[src/rtl/shift_pkg.sv]
// Shared types for the two-requester shift arbiter.
// Op and FSM encodings plus the latched request bundle.
package shift_pkg;

  localparam int N          = 32;
  localparam int SHAMT_BITS = 5;

  typedef enum logic [1:0] {
    SLL  = 2'b00,
    SRL  = 2'b01,
    PASS = 2'b10,
    SRA  = 2'b11
  } shift_op_t;

  typedef enum logic [1:0] {
    IDLE = 2'b00,
    EXEC = 2'b01,
    RESP = 2'b10
  } arb_state_t;

  typedef struct packed {
    shift_op_t    op;
    logic [N-1:0] in;
    logic [N-1:0] shamt;
    logic         id;
  } shift_req_t;

  function automatic logic [N-1:0] sat_inc(
    input logic [N-1:0] v
  );
    return (&v) ? v : v + {{(N-1){1'b0}}, 1'b1};
  endfunction

endpackage

[src/rtl/shift_core.sv]
// Combinational 32-bit shifter: SLL/SRL/SRA with
// saturating behaviour for shift amounts of N or more.
module shift_core
  import shift_pkg::*;
(
  input  logic [N-1:0] in,
  input  logic [N-1:0] shamt,
  input  shift_op_t    op,
  output logic [N-1:0] out
);

  logic                  big;
  logic [SHAMT_BITS-1:0] sh;
  logic [N-1:0]          sra;

  assign big = |shamt[N-1:SHAMT_BITS];
  assign sh  = shamt[SHAMT_BITS-1:0];
  // kept separate so the arithmetic shift stays signed
  assign sra = $signed(in) >>> sh;

  always_comb begin
    out = in;
    unique case (op)
      SLL:  out = big ? '0 : (in << sh);
      SRL:  out = big ? '0 : (in >> sh);
      SRA:  out = big ? {N{in[N-1]}} : sra;
      PASS: out = in;
    endcase
  end

endmodule

[src/rtl/shift_arbiter.sv]
// Round-robin arbiter sharing one shift_core between two requesters.
// Optional grant counters under `SHIFT_ARB_STATS_EN.
module shift_arbiter
  import shift_pkg::*;
(
  input  logic         clk,
  input  logic         rst,
  input  logic         req0_valid,
  output logic         req0_ready,
  input  shift_op_t    req0_op,
  input  logic [N-1:0] req0_in,
  input  logic [N-1:0] req0_shamt,
  input  logic         req1_valid,
  output logic         req1_ready,
  input  shift_op_t    req1_op,
  input  logic [N-1:0] req1_in,
  input  logic [N-1:0] req1_shamt,
  output logic         rsp_valid,
  input  logic         rsp_ready,
  output logic         rsp_id,
  output logic [N-1:0] rsp_data
`ifdef SHIFT_ARB_STATS_EN
  ,
  output logic [N-1:0] grant_cnt0,
  output logic [N-1:0] grant_cnt1
`endif
);

  arb_state_t   state;
  logic         last_grant;
  shift_req_t   req_q;
  logic         gnt0;
  logic         gnt1;
  logic [N-1:0] core_out;

  // On a tie, the requester not granted last time wins.
  always_comb begin
    gnt0 = 1'b0;
    gnt1 = 1'b0;
    if (!rst && state == IDLE) begin
      if (req0_valid && (!req1_valid || last_grant))
        gnt0 = 1'b1;
      else if (req1_valid)
        gnt1 = 1'b1;
    end
  end

  assign req0_ready = gnt0;
  assign req1_ready = gnt1;

  shift_core u_core (
    .in    (req_q.in),
    .shamt (req_q.shamt),
    .op    (req_q.op),
    .out   (core_out)
  );

  always_ff @(posedge clk or posedge rst) begin
    if (rst) begin
      state      <= IDLE;
      last_grant <= 1'b1;
      req_q      <= '0;
      rsp_valid  <= 1'b0;
      rsp_id     <= 1'b0;
      rsp_data   <= '0;
    end else begin
      unique case (state)
        IDLE: begin
          if (gnt0 || gnt1) begin
            req_q.op    <= gnt1 ? req1_op    : req0_op;
            req_q.in    <= gnt1 ? req1_in    : req0_in;
            req_q.shamt <= gnt1 ? req1_shamt : req0_shamt;
            req_q.id    <= gnt1;
            last_grant  <= gnt1;
            state       <= EXEC;
          end
        end
        EXEC: begin
          rsp_data  <= core_out;
          rsp_id    <= req_q.id;
          rsp_valid <= 1'b1;
          state     <= RESP;
        end
        RESP: begin
          if (rsp_ready) begin
            rsp_valid <= 1'b0;
            state     <= IDLE;
          end
        end
        default: state <= IDLE;
      endcase
    end
  end

`ifdef SHIFT_ARB_STATS_EN
  always_ff @(posedge clk or posedge rst) begin
    if (rst) begin
      grant_cnt0 <= '0;
      grant_cnt1 <= '0;
    end else begin
      if (gnt0) grant_cnt0 <= sat_inc(grant_cnt0);
      if (gnt1) grant_cnt1 <= sat_inc(grant_cnt1);
    end
  end
`endif

endmodule

[config.mk]
export PLATFORM = sky130hd
export DESIGN_NAME = shift_arbiter
export DESIGN_NICKNAME = d
export VERILOG_FILES = /design/src/rtl/shift_pkg.sv /design/src/rtl/shift_core.sv /design/src/rtl/shift_arbiter.sv
export SDC_FILE = /design/constraint.sdc
export NUM_CORES = 1
export LEC_CHECK = 0
export ABC_AREA = 1
export BUFFER_PORTS_ARGS = -buffer_cell sky130_fd_sc_hd__clkbuf_2
export CAP_MARGIN = 20
export CORE_MARGIN = 2
export CORE_UTILIZATION = 30
export CTS_BUF_LIST = sky130_fd_sc_hd__clkbuf_16
export CTS_CLUSTER_DIAMETER = 50
export DETAILED_ROUTE_END_ITERATION = 10
export GPL_TIMING_DRIVEN = 0
export SLEW_MARGIN = 30
export SYNTH_ARGS = -nofsm -noshare
export SYNTH_HDL_FRONTEND = slang
export SYNTH_SLANG_ARGS = --single-unit
[constraint.sdc]
create_clock -name clk -period 8.5 [get_ports clk]
set_clock_uncertainty 0.15 [all_clocks]
set_input_delay 0.85 -clock clk [delete_from_list [all_inputs] [get_ports clk]]
set_output_delay 0.85 -clock clk [all_outputs]
set_load 0.1 [all_outputs]
; ---- After elaboration in Yosys (flattened, before gate mapping)
; Index checks and enable logic that the tools add are counted.
[totals]
register_bits = 104
inputBits = 137
output_inout_bits = 36
wordCells = 49
[op_classes]
eq_ne = 7
n_shift = 3
n_mux = 17
n_reduce_logical = 13
[ops]
columns = operator, n
row1 = $mux 32, 5
row2 = $pmux 32 s4, 1
row3 = $shl 32x5->32, 1
row4 = $shr 32x5->32, 1
row5 = $sshr 32x5->32, 1
row6 = $reduce_or 27->1, 1
row7 = $eq 2x2->1 const B, 3
row8 = $mux 1, 6
row9 = $mux 2, 3
row10 = $pmux 2 s3, 1
row11 = $reduce_and 2->1, 3
row12 = $eq 2x1->1 const B, 2
row13 = $logic_not 2->1, 2
row14 = $logic_and 1x1->1, 2
row15 = $logic_not 1->1, 2
row16 = $logic_or 1x1->1, 2
row17 = $ne 2x1->1 const B, 1
row18 = $ne 2x2->1 const B, 1
row19 = $pmux 1 s2, 1
row20 = $reduce_bool 2->1, 1

; ---- Depth between registers and ports, before layout
; Gate-level depths: netlist (run 1).
[depth]
word_depth = 8
mapped_depth = 17
depth_no_buf = 15

; ---- Modules after synthesis
; A second synthesis (run 1) with hierarchy kept.
[unflattened]
hier_cells = 1635
area_unflattened_um2 = 9470.3
[modules_own_cells]
columns = mod, instances, cells_each, area_per_inst_um2
row1 = shift_arbiter, 1, 730, 5233.8
row2 = shift_core, 1, 905, 4236.6

; ---- Worst setup path before layout (run 1)
; Ideal clock, no wire load.
[synth_timing]
kind = input -> output
from = in req1_valid
to = out req0_ready
t_arrival_ps = 2501
t_required_ps = 7500
setup_slack_ps = 4999
cell_stages = 4
n_path_buf = 1
path_cell_list = inv_1 -> o21ai_2 -> clkbuf_1 -> nor2_1
[synth_between]
elab_chain_len = 5
[synth_rtl]
columns = item, line_no
row1 = start: declaration, shift_arbiter.sv:13  ; input logic req1_valid,
row2 = $logic_not 1->1, shift_arbiter.sv:41  ; if (req0_valid && (!req1_valid || last_grant))
row3 = $logic_or 1x1->1, shift_arbiter.sv:41
row4 = $logic_and 1x1->1, shift_arbiter.sv:41
row5 = $mux 1, shift_arbiter.sv:41
row6 = $mux 1, shift_arbiter.sv:40  ; if (!rst && state == IDLE) begin
row7 = end: declaration, shift_arbiter.sv:9  ; output logic req0_ready,
; No other way between the ends.

; ---- Final worst setup path (run 1)
[layout_timing]
from = in req1_valid
to = out req1_ready
[layout_between]
elab_chain_len = 5
[layout_rtl]
columns = item, line_no
row1 = $logic_not 1->1, shift_arbiter.sv:41
row2 = $logic_or 1x1->1, shift_arbiter.sv:41
row3 = $logic_and 1x1->1, shift_arbiter.sv:41
row4 = $mux 1 (*), shift_arbiter.sv:41
row5 = $mux 1 (*), shift_arbiter.sv:40
row6 = end: declaration, shift_arbiter.sv:14  ; output logic req1_ready,
; Mark *: on every way between the ends. The rest lies on a longest branch, timed or not.

==> results_dict.tcl, run 1 <==
set metrics [dict create \
    status "completed" \
    post_synth_most_frequent_cells "sky130_fd_sc_hd__nand2_1 (353), sky130_fd_sc_hd__nand3_1 (249), sky130_fd_sc_hd__nor2_1 (177)" \
    clk_transition_reported_paths_ps 70 \
    post_drt_via_cell_ratio 5.42 \
    cts-htree-levels 3 \
    insertion_delay_ps 380 \
    power.sequential.fraction 0.182 \
    max_cap_violations 0 \
    antenna_violations_before_repair 0 \
    report.final.hold_viol_count 0 \
    r2r_cell_count 10 \
    worst_setup_ep_type "output pin" \
    floorplan.initialDensity 0.305 \
    cts_num_sinks 104 \
    critPathLaunch "req1_valid" \
    cts_hold_buf 0 \
    layout_min_cycle_time_ps 3100 \
    worst_setup_path_class "input port to output pin" \
    largest_area_contributor_in_the_synthesized_netlist "sky130_fd_sc_hd__dfrtp_1" \
    synth_area_leaders "sky130_fd_sc_hd__dfrtp_1 (29%), sky130_fd_sc_hd__nand2_1 (15%), sky130_fd_sc_hd__nand3_1 (14%)" \
    stdcell_count 2001 \
    grt_pass1_vias 10600 \
    setup_repair_after_global_routing_missed_its_margin "no" \
    timing.final.max_slew_violations 0 \
    hold_ws_ps 314 \
    areaGrowthSynthToFinish_pct 19.0 \
    post-dp-hpwl_um 38300 \
    ios 173 \
    switching_share 0.647 \
    netlist-cell-type-count 41 \
    post_route_cells_drive_above_1_share 0.187 \
    gr-usage-all-layers 0.309 \
    grt_pass1_wl_um 69300 \
    synthesis.yosys.warnings 0 \
    io_buffers 172 \
    timing.fmax_mhz 323 \
    worst_slew_margin_rel 0.465 \
    core.rowCount 62 \
    cts_tree "done" \
    placement.setup.worst_slack_ps 5410 \
    worst-slew-pin-transition_ps 794 \
    net_count_synth 1564 \
    placeableCoreArea_mm2 0.0288 \
    cts_repair_resize_count 0 \
    hp-class "input port to asynchronous set/reset pin" \
    firstDrtPassIters 6 \
    final.fill_count 3281 \
    num-nets-final 1748 \
    finalSetupViolCount 0 \
    syn-cell-area_mm2 0.00878 \
    drt_first_iter_violations 1068 \
    total_switching_power_uw 3610 \
    cellPowerDensity_mw_per_mm2 534 \
    die_height_um 175 \
    grt_start_max_net_pins 70 \
    globalRouteOverflowTotal 0 \
    postSynth.asyncResetShare 1.00 \
    post_synth.cell_area_avg_um2 6.15 \
    postCtsSetupBuffers 0 \
    critical_path_required_ps 7500 \
    drt.antenna.violating_nets 0 \
    gpl.final_weighted_congestion 1.05 \
    drt-wirelength-per-cell_um 23.5 \
    synthDominantCellAreaShare 0.294 \
    floorplan.die_area_mm2 0.0306 \
    totalNegativeSetupSlack_ps 0 \
    synth_enable_flop_cells 0 \
    vias 10800 \
    vdd_drop_max_mv 0.138 \
    p_clk_frac 0.078 \
    clock_tree.root_cell "sky130_fd_sc_hd__clkbuf_16" \
    synth_seq_area_share 0.297 \
    synthFlopType "sky130_fd_sc_hd__dfrtp_1" \
    post-synth-top-count-cell "sky130_fd_sc_hd__nand2_1" \
    power_report.internal_total_uw 1970 \
    final_min_period_over_clock_period 0.365 \
    cts-root-to-sink-buffers 2 \
    dieWidth_um 175 \
    ff_latch_count_synth 104 \
    worstPathArrival_ps 2100 \
    r2r_start "req_q[2]$_DFFE_PP0P_" \
    worstReg2RegEnd "rsp_data[31]$_DFFE_PP0P_" \
    finalCoreUtilization 0.363 \
    comb_power_share 0.740 \
    tritoncts.num_buffers 9 \
    drcViolationCount 0 \
    worstSetupStartpointType "input port" \
    leakagePower_uw 0.00524 \
    netlist_instances 1427 \
    placed_cells_incl_taps 1984 \
    timing.final.ws_setup_ps 5400 \
    r2r_setup_slack_ps 5830 \
    highest_fanout_seen_on_the_critical_path 6 \
    total_wirelength_of_the_detailed_routed_design_um 47000 \
]
==> cells by family (layout without fill, tap and decap cells) <==
logic type | Yosys count | after routing | synth area share
and+or+nand+nor | 848 | 848 | 0.425
AOI/OAI and AO/OA | 268 | 268 | 0.173
buffers and inverters | 207 | 396 | 0.105
DFF | 104 | 104 | 0.297
other | 0 | 1 | 0
==> routing by layer <==
layer	track usage	part of all wire	up-vias
li1	-	-	5132
met1	0.414	0.43	5042
met2	0.479	0.43	562
met3	0.0466	0.074	105
met4	0.168	0.060	0
met5	0	0	-
==> state kept, by name, summed over array words and instances, names as in the netlist <==
name / cells
rsp_data: 32
rsp_valid: 1
req_q: 67
rsp_id: 1
state: 2
last_grant: 1
==> how the worst max path moves through the flow <==
| stage | endpoint | slack (ps) | cells after the start |
|---|---|---|---|
| floorplan | req_q[0]$_DFFE_PP0P_ | 4770 | 1 |
| global placement | req_q[47]$_DFFE_PP0P_ | 3490 | 2 |
| detailed placement | req1_ready | 5410 | 6 |
| CTS | req1_ready | 5410 | 6 |
| global route | req1_ready | 5350 | 6 |
| finish | req1_ready | 5400 | 6 |
==> power groups by stage <==
stage	logic, uW	registers (uW)	clock network (uW)
after floorplan	2150	1500	0
after global placement	4060	1010	0
after detailed placement	4020	1020	0
after CTS	4040	1010	441
after global routing	4390	1040	461
final	4120	1020	436
==> cells in the final DEF (no fill, tap or decap), types with 6 or more instances in the layout <==
master	n
sky130_fd_sc_hd__o22ai_1	70
sky130_fd_sc_hd__o21ai_2	6
sky130_fd_sc_hd__nand3_1	249
sky130_fd_sc_hd__dfrtp_1	103
sky130_fd_sc_hd__clkbuf_1	40
sky130_fd_sc_hd__nor2_1	177
sky130_fd_sc_hd__a21oi_1	39
sky130_fd_sc_hd__o21ai_1	16
sky130_fd_sc_hd__nand2_1	353
sky130_fd_sc_hd__o21ai_0	110
sky130_fd_sc_hd__clkbuf_16	9
sky130_fd_sc_hd__inv_1	104
sky130_fd_sc_hd__nor2_2	6
sky130_fd_sc_hd__and2_1	14
sky130_fd_sc_hd__nand2_2	24
sky130_fd_sc_hd__buf_2	41
sky130_fd_sc_hd__clkbuf_2	172
sky130_fd_sc_hd__o211ai_1	11
sky130_fd_sc_hd__buf_6	6
==> layout make-up <==
type | instances | area, um2 | area share
tap | 384 | 480 | 0.0460
antenna | 1 | 2.50 | 0.000240
clock inverter | 7 | 65.1 | 0.00623
inverter | 110 | 424 | 0.0406
multi-input combinational | 1116 | 5250 | 0.503
sequential | 104 | 2600 | 0.249
buffer | 97 | 507 | 0.0485
clock buffer | 9 | 225 | 0.0216
timing repair buffer | 173 | 888 | 0.0850
==> critical path, stage by stage <==
cell and delay (ps):
sky130_fd_sc_hd__clkbuf_2 70, sky130_fd_sc_hd__inv_1 70, sky130_fd_sc_hd__o21ai_2 270, sky130_fd_sc_hd__inv_1 90, sky130_fd_sc_hd__nor3_2 230, sky130_fd_sc_hd__clkbuf_2 510
==> per-stage QoR <==
stage	cell area [um2]	power (uW)
after floorplan	8780	3650
after global placement	10100	5070
after detailed placement	10200	5040
after CTS	10400	5480
after global routing	10400	5890
final	10400	5580
No activity file was read; power rests on OpenSTA's default activity.
==> run 2: changes to the inputs <==
--- a/config.mk
+++ b/config.mk
@@ -5,7 +5,7 @@
 export SDC_FILE = /design/constraint.sdc
 export NUM_CORES = 1
 export LEC_CHECK = 0
-export ABC_AREA = 1
+export ABC_AREA = 0
 export BUFFER_PORTS_ARGS = -buffer_cell sky130_fd_sc_hd__clkbuf_2
 export CAP_MARGIN = 20
 export CORE_MARGIN = 2
==> constraint.sdc (replaced) <==
create_clock -name clk -period 3.04 [get_ports clk]
set_clock_uncertainty 0.15 [all_clocks]
set_input_delay 0.304 -clock clk [delete_from_list [all_inputs] [get_ports clk]]
set_output_delay 0.304 -clock clk [all_outputs]
set_load 0.1 [all_outputs]
==> run 2 against run 1 <==
Against the previous run: the run now ends with negative setup slack left; synthesized cell count down 21%; clock-buffer cell count unchanged; setup slack worse by 5500 ps.
==> results_dict.tcl, run 2 <==
set metrics [dict create \
    status "finished, violations left" \
    failed_checks "negative setup slack" \
    clk_transition_reported_paths_ps 100 \
    tritoncts.num_buffers 9 \
    post-dp-hpwl_um 40800 \
    core.rowCount 64 \
    io_buffers 171 \
    final.fill_count 3219 \
    drt-wirelength-per-cell_um 29.6 \
    cts-htree-levels 3 \
    firstDrtPassIters 7 \
    insertion_delay_ps 390 \
    worstPathArrival_ps 3180 \
    dieWidth_um 180 \
    areaGrowthSynthToFinish_pct 22.8 \
    die_height_um 180 \
    total_switching_power_uw 8850 \
    placement.cell_area_mm2 0.0107 \
    setup_repair_after_global_routing_missed_its_margin "no" \
    yosys-mux-area-fraction 0.177 \
    final_min_period_over_clock_period 1.02 \
    gr-usage-all-layers 0.312 \
    detailroute.wirelength.met3_um 4640 \
    ios 173 \
    wl_met1_um 21500 \
    net_count_synth 1269 \
    floorplan.die_area_mm2 0.0323 \
    postSynth.asyncResetShare 1.00 \
    highest_fanout_seen_on_the_critical_path 10 \
    layout.cells.most_common "sky130_fd_sc_hd__clkbuf_2" \
    totalNegativeSetupSlack_ps -63.7 \
    routed-wl-met2_um 21900 \
    synth_area_leaders "sky130_fd_sc_hd__dfrtp_1 (28%), sky130_fd_sc_hd__mux4_2 (9.0%), sky130_fd_sc_hd__mux2i_1 (6.4%)" \
    worst-slew-pin-transition_ps 963 \
    switching_share 0.615 \
    synth_seq_area_share 0.281 \
    largest_reg_flops 67 \
    leakagePower_uw 0.00453 \
    cts_num_sinks 104 \
    floorplan.initialDensity 0.304 \
    cellPowerDensity_mw_per_mm2 1260 \
    total_power_uw 14400 \
    synth-adder-area-share 0 \
    synthDominantCellAreaShare 0.278 \
    syn-cell-area_mm2 0.00926 \
    grt_pass1_wl_um 74300 \
    netlist_instances 1132 \
    vias 10600 \
    power.sequential.fraction 0.185 \
    synthesis.yosys.warnings 0 \
    max_cap_violations 0 \
    post_synth.cell_area_avg_um2 8.18 \
    top_regs "req_q: 67 flops, rsp_data: 32 flops, state: 2 flops" \
    largest_register "req_q" \
    synth-compound-area-share 0.257 \
    synth_enable_flop_cells 0 \
    vdd_drop_max_mv 0.476 \
    ff_latch_count_synth 104 \
    timing.final.max_slew_violations 0 \
    globalRouteOverflowTotal 0 \
    finalSetupViolCount 1 \
    comb_power_share 0.724 \
    cts_tree "done" \
    post_drt_via_cell_ratio 6.14 \
    finalCoreUtilization 0.373 \
    post_synth_most_frequent_cells "sky130_fd_sc_hd__nor2_1 (130), sky130_fd_sc_hd__dfrtp_1 (103), sky130_fd_sc_hd__a21oi_1 (99)" \
    fin_area_mm2 0.0114 \
    layout.cells.most_common_list "sky130_fd_sc_hd__clkbuf_2 (185), sky130_fd_sc_hd__nor2_1 (127), sky130_fd_sc_hd__dfrtp_1 (103), sky130_fd_sc_hd__a21oi_1 (96), sky130_fd_sc_hd__nand2_1 (92)" \
    drt.antenna.violating_nets 0 \
    synthFlopType "sky130_fd_sc_hd__dfrtp_1" \
    placeableCoreArea_mm2 0.0305 \
    post-synth-top-count-cell "sky130_fd_sc_hd__nor2_1" \
    cts-root-to-sink-buffers 2 \
    report.final.hold_viol_count 0 \
    total_wirelength_of_the_detailed_routed_design_um 51300 \
    drcViolationCount 0 \
    timing.fmax_mhz 322 \
    power_report.internal_total_uw 5540 \
    hp-class "input port to flip-flop" \
    grt_start_max_net_pins 30 \
    critical_path_required_ps 3120 \
    synth_xor_area_frac 0 \
    synth_top_family_by_area "compound AO/OA/AOI/OAI gates" \
    post_route_cells_drive_above_1_share 0.261 \
    netlist-cell-type-count 78 \
    worst_slew_margin_rel 0.358 \
    worst_setup_path_class "flip-flop to flip-flop" \
    drt_first_iter_violations 1140 \
    basic_gate_share_of_the_synthesized_area_counting_and_or_nand_and_nor_cells 0.225 \
    layout_min_cycle_time_ps 3100 \
    highest_routing_layer_actually_used "met4" \
    worstSetupStartpointType "flip-flop" \
    antenna_violations_before_repair 0 \
    insertedDiodeCount 0 \
    gpl.final_weighted_congestion 1.00 \
    num-nets-final 1467 \
    grt_pass1_vias 10400 \
    worst_setup_ep_type "flip-flop" \
    largest_area_contributor_in_the_synthesized_netlist "sky130_fd_sc_hd__dfrtp_1" \
    p_clk_frac 0.090 \
    clock_tree.root_cell "sky130_fd_sc_hd__clkbuf_16" \
    timing.final.ws_setup_ps -63.7 \
]
## run 2: cell count changes in the layout (fill, tap and decap cells not counted), moves of 23 or more
cell                       delta
sky130_fd_sc_hd__nand3b_1    +67
sky130_fd_sc_hd__a21oi_1     +57
sky130_fd_sc_hd__inv_1       -97
sky130_fd_sc_hd__nand2_2     -23
sky130_fd_sc_hd__nand2_1    -261
sky130_fd_sc_hd__clkbuf_1    +28
sky130_fd_sc_hd__o21ai_0     -26
sky130_fd_sc_hd__nand3_1    -232
sky130_fd_sc_hd__nor2_1      -50
sky130_fd_sc_hd__mux4_2      +37
sky130_fd_sc_hd__mux2i_1     +57
sky130_fd_sc_hd__o22ai_1     -57
sky130_fd_sc_hd__buf_2       -24
## run 2: final timing paths
check                                      from                       to  slack (ps)  cells past startpoint
setup reg to reg           req_q[2]$_DFFE_PP0P_  rsp_data[8]$_DFFE_PP0P_         -60                      8
min in group asynchronous                   rst    req_q[19]$_DFFE_PP0P_         450                      3
hold reg to reg              rsp_id$_DFFE_PP0P_       rsp_id$_DFFE_PP0P_         340                      2
setup / recovery           req_q[2]$_DFFE_PP0P_  rsp_data[8]$_DFFE_PP0P_         -60                      8
hold / removal                   req0_shamt[22]    req_q[23]$_DFFE_PP0P_         100                      3
max in group asynchronous                   rst    req_q[59]$_DFFE_PP0P_        1520                      5
## run 2: layout make-up
type                            instances  area [um2]  share of cell area
Multi-Input combinational cell        893        6320               0.556
Sequential cell                       104        2600               0.229
Timing Repair Buffer                  187        1030              0.0904
Buffer                                121         548              0.0482
Tap cell                              396         495              0.0436
Clock buffer                            9         225              0.0198
Clock inverter                          7        93.8             0.00825
Inverter                               14        60.1             0.00528
## run 2: timing repair
action                                  4_1_cts  5_1_grt
gates cloned                                  0        0
resized for setup                            33       40
pin swaps                                     2        6
buffers inserted                              1        9
endpoints found under the setup margin       38       25
hold buffers                                  2        0
hold endpoints to repair                     23        0
## run 2: metal layers
| metal | up-vias | track usage |
|---|---|---|
| met2 | 662 | 0.458 |
| met4 | 0 | 0.187 |
| met1 | 5156 | 0.424 |
| met3 | 144 | 0.0610 |
| met5 | - | 0 |
| li1 | 4668 | - |
## run 2: critical path: stages, from the launching register on
cell and delay, ps:
sky130_fd_sc_hd__dfrtp_1 320, sky130_fd_sc_hd__buf_2 120, sky130_fd_sc_hd__buf_4 250, sky130_fd_sc_hd__buf_4 280
sky130_fd_sc_hd__mux4_2 560, sky130_fd_sc_hd__mux2i_1 560, sky130_fd_sc_hd__nand2_1 110, sky130_fd_sc_hd__a31oi_1 420
sky130_fd_sc_hd__a31oi_1 180
## run 2: power groups by stage
stage / logic (uW) / clock network (uW) / registers, uW
2_1_floorplan: 4950 / 0 / 3990
3_3_place_gp: 9990 / 0 / 2630
3_5_place_dp: 9790 / 0 / 2650
4_1_cts: 9950 / 1320 / 2620
5_1_grt: 10700 / 1390 / 2720
6_report: 10400 / 1300 / 2660
## run 2: logic make-up after synthesis
family | after synthesis
AND/OR/NAND/NOR | 407
multiplexers | 115
AO/OA/AOI/OAI | 371
flip-flops | 104
buffers and inverters | 135
## run 2: stage by stage
stage	setup WS (ps)	hold WS, ps	cells
2_1_floorplan	105	261	1132
3_3_place_gp	-587	320	1699
3_5_place_dp	-457	269	1703
4_1_cts	2.22	97.3	1722
5_1_grt	2.99	103	1731
6_report	-63.7	102	1731
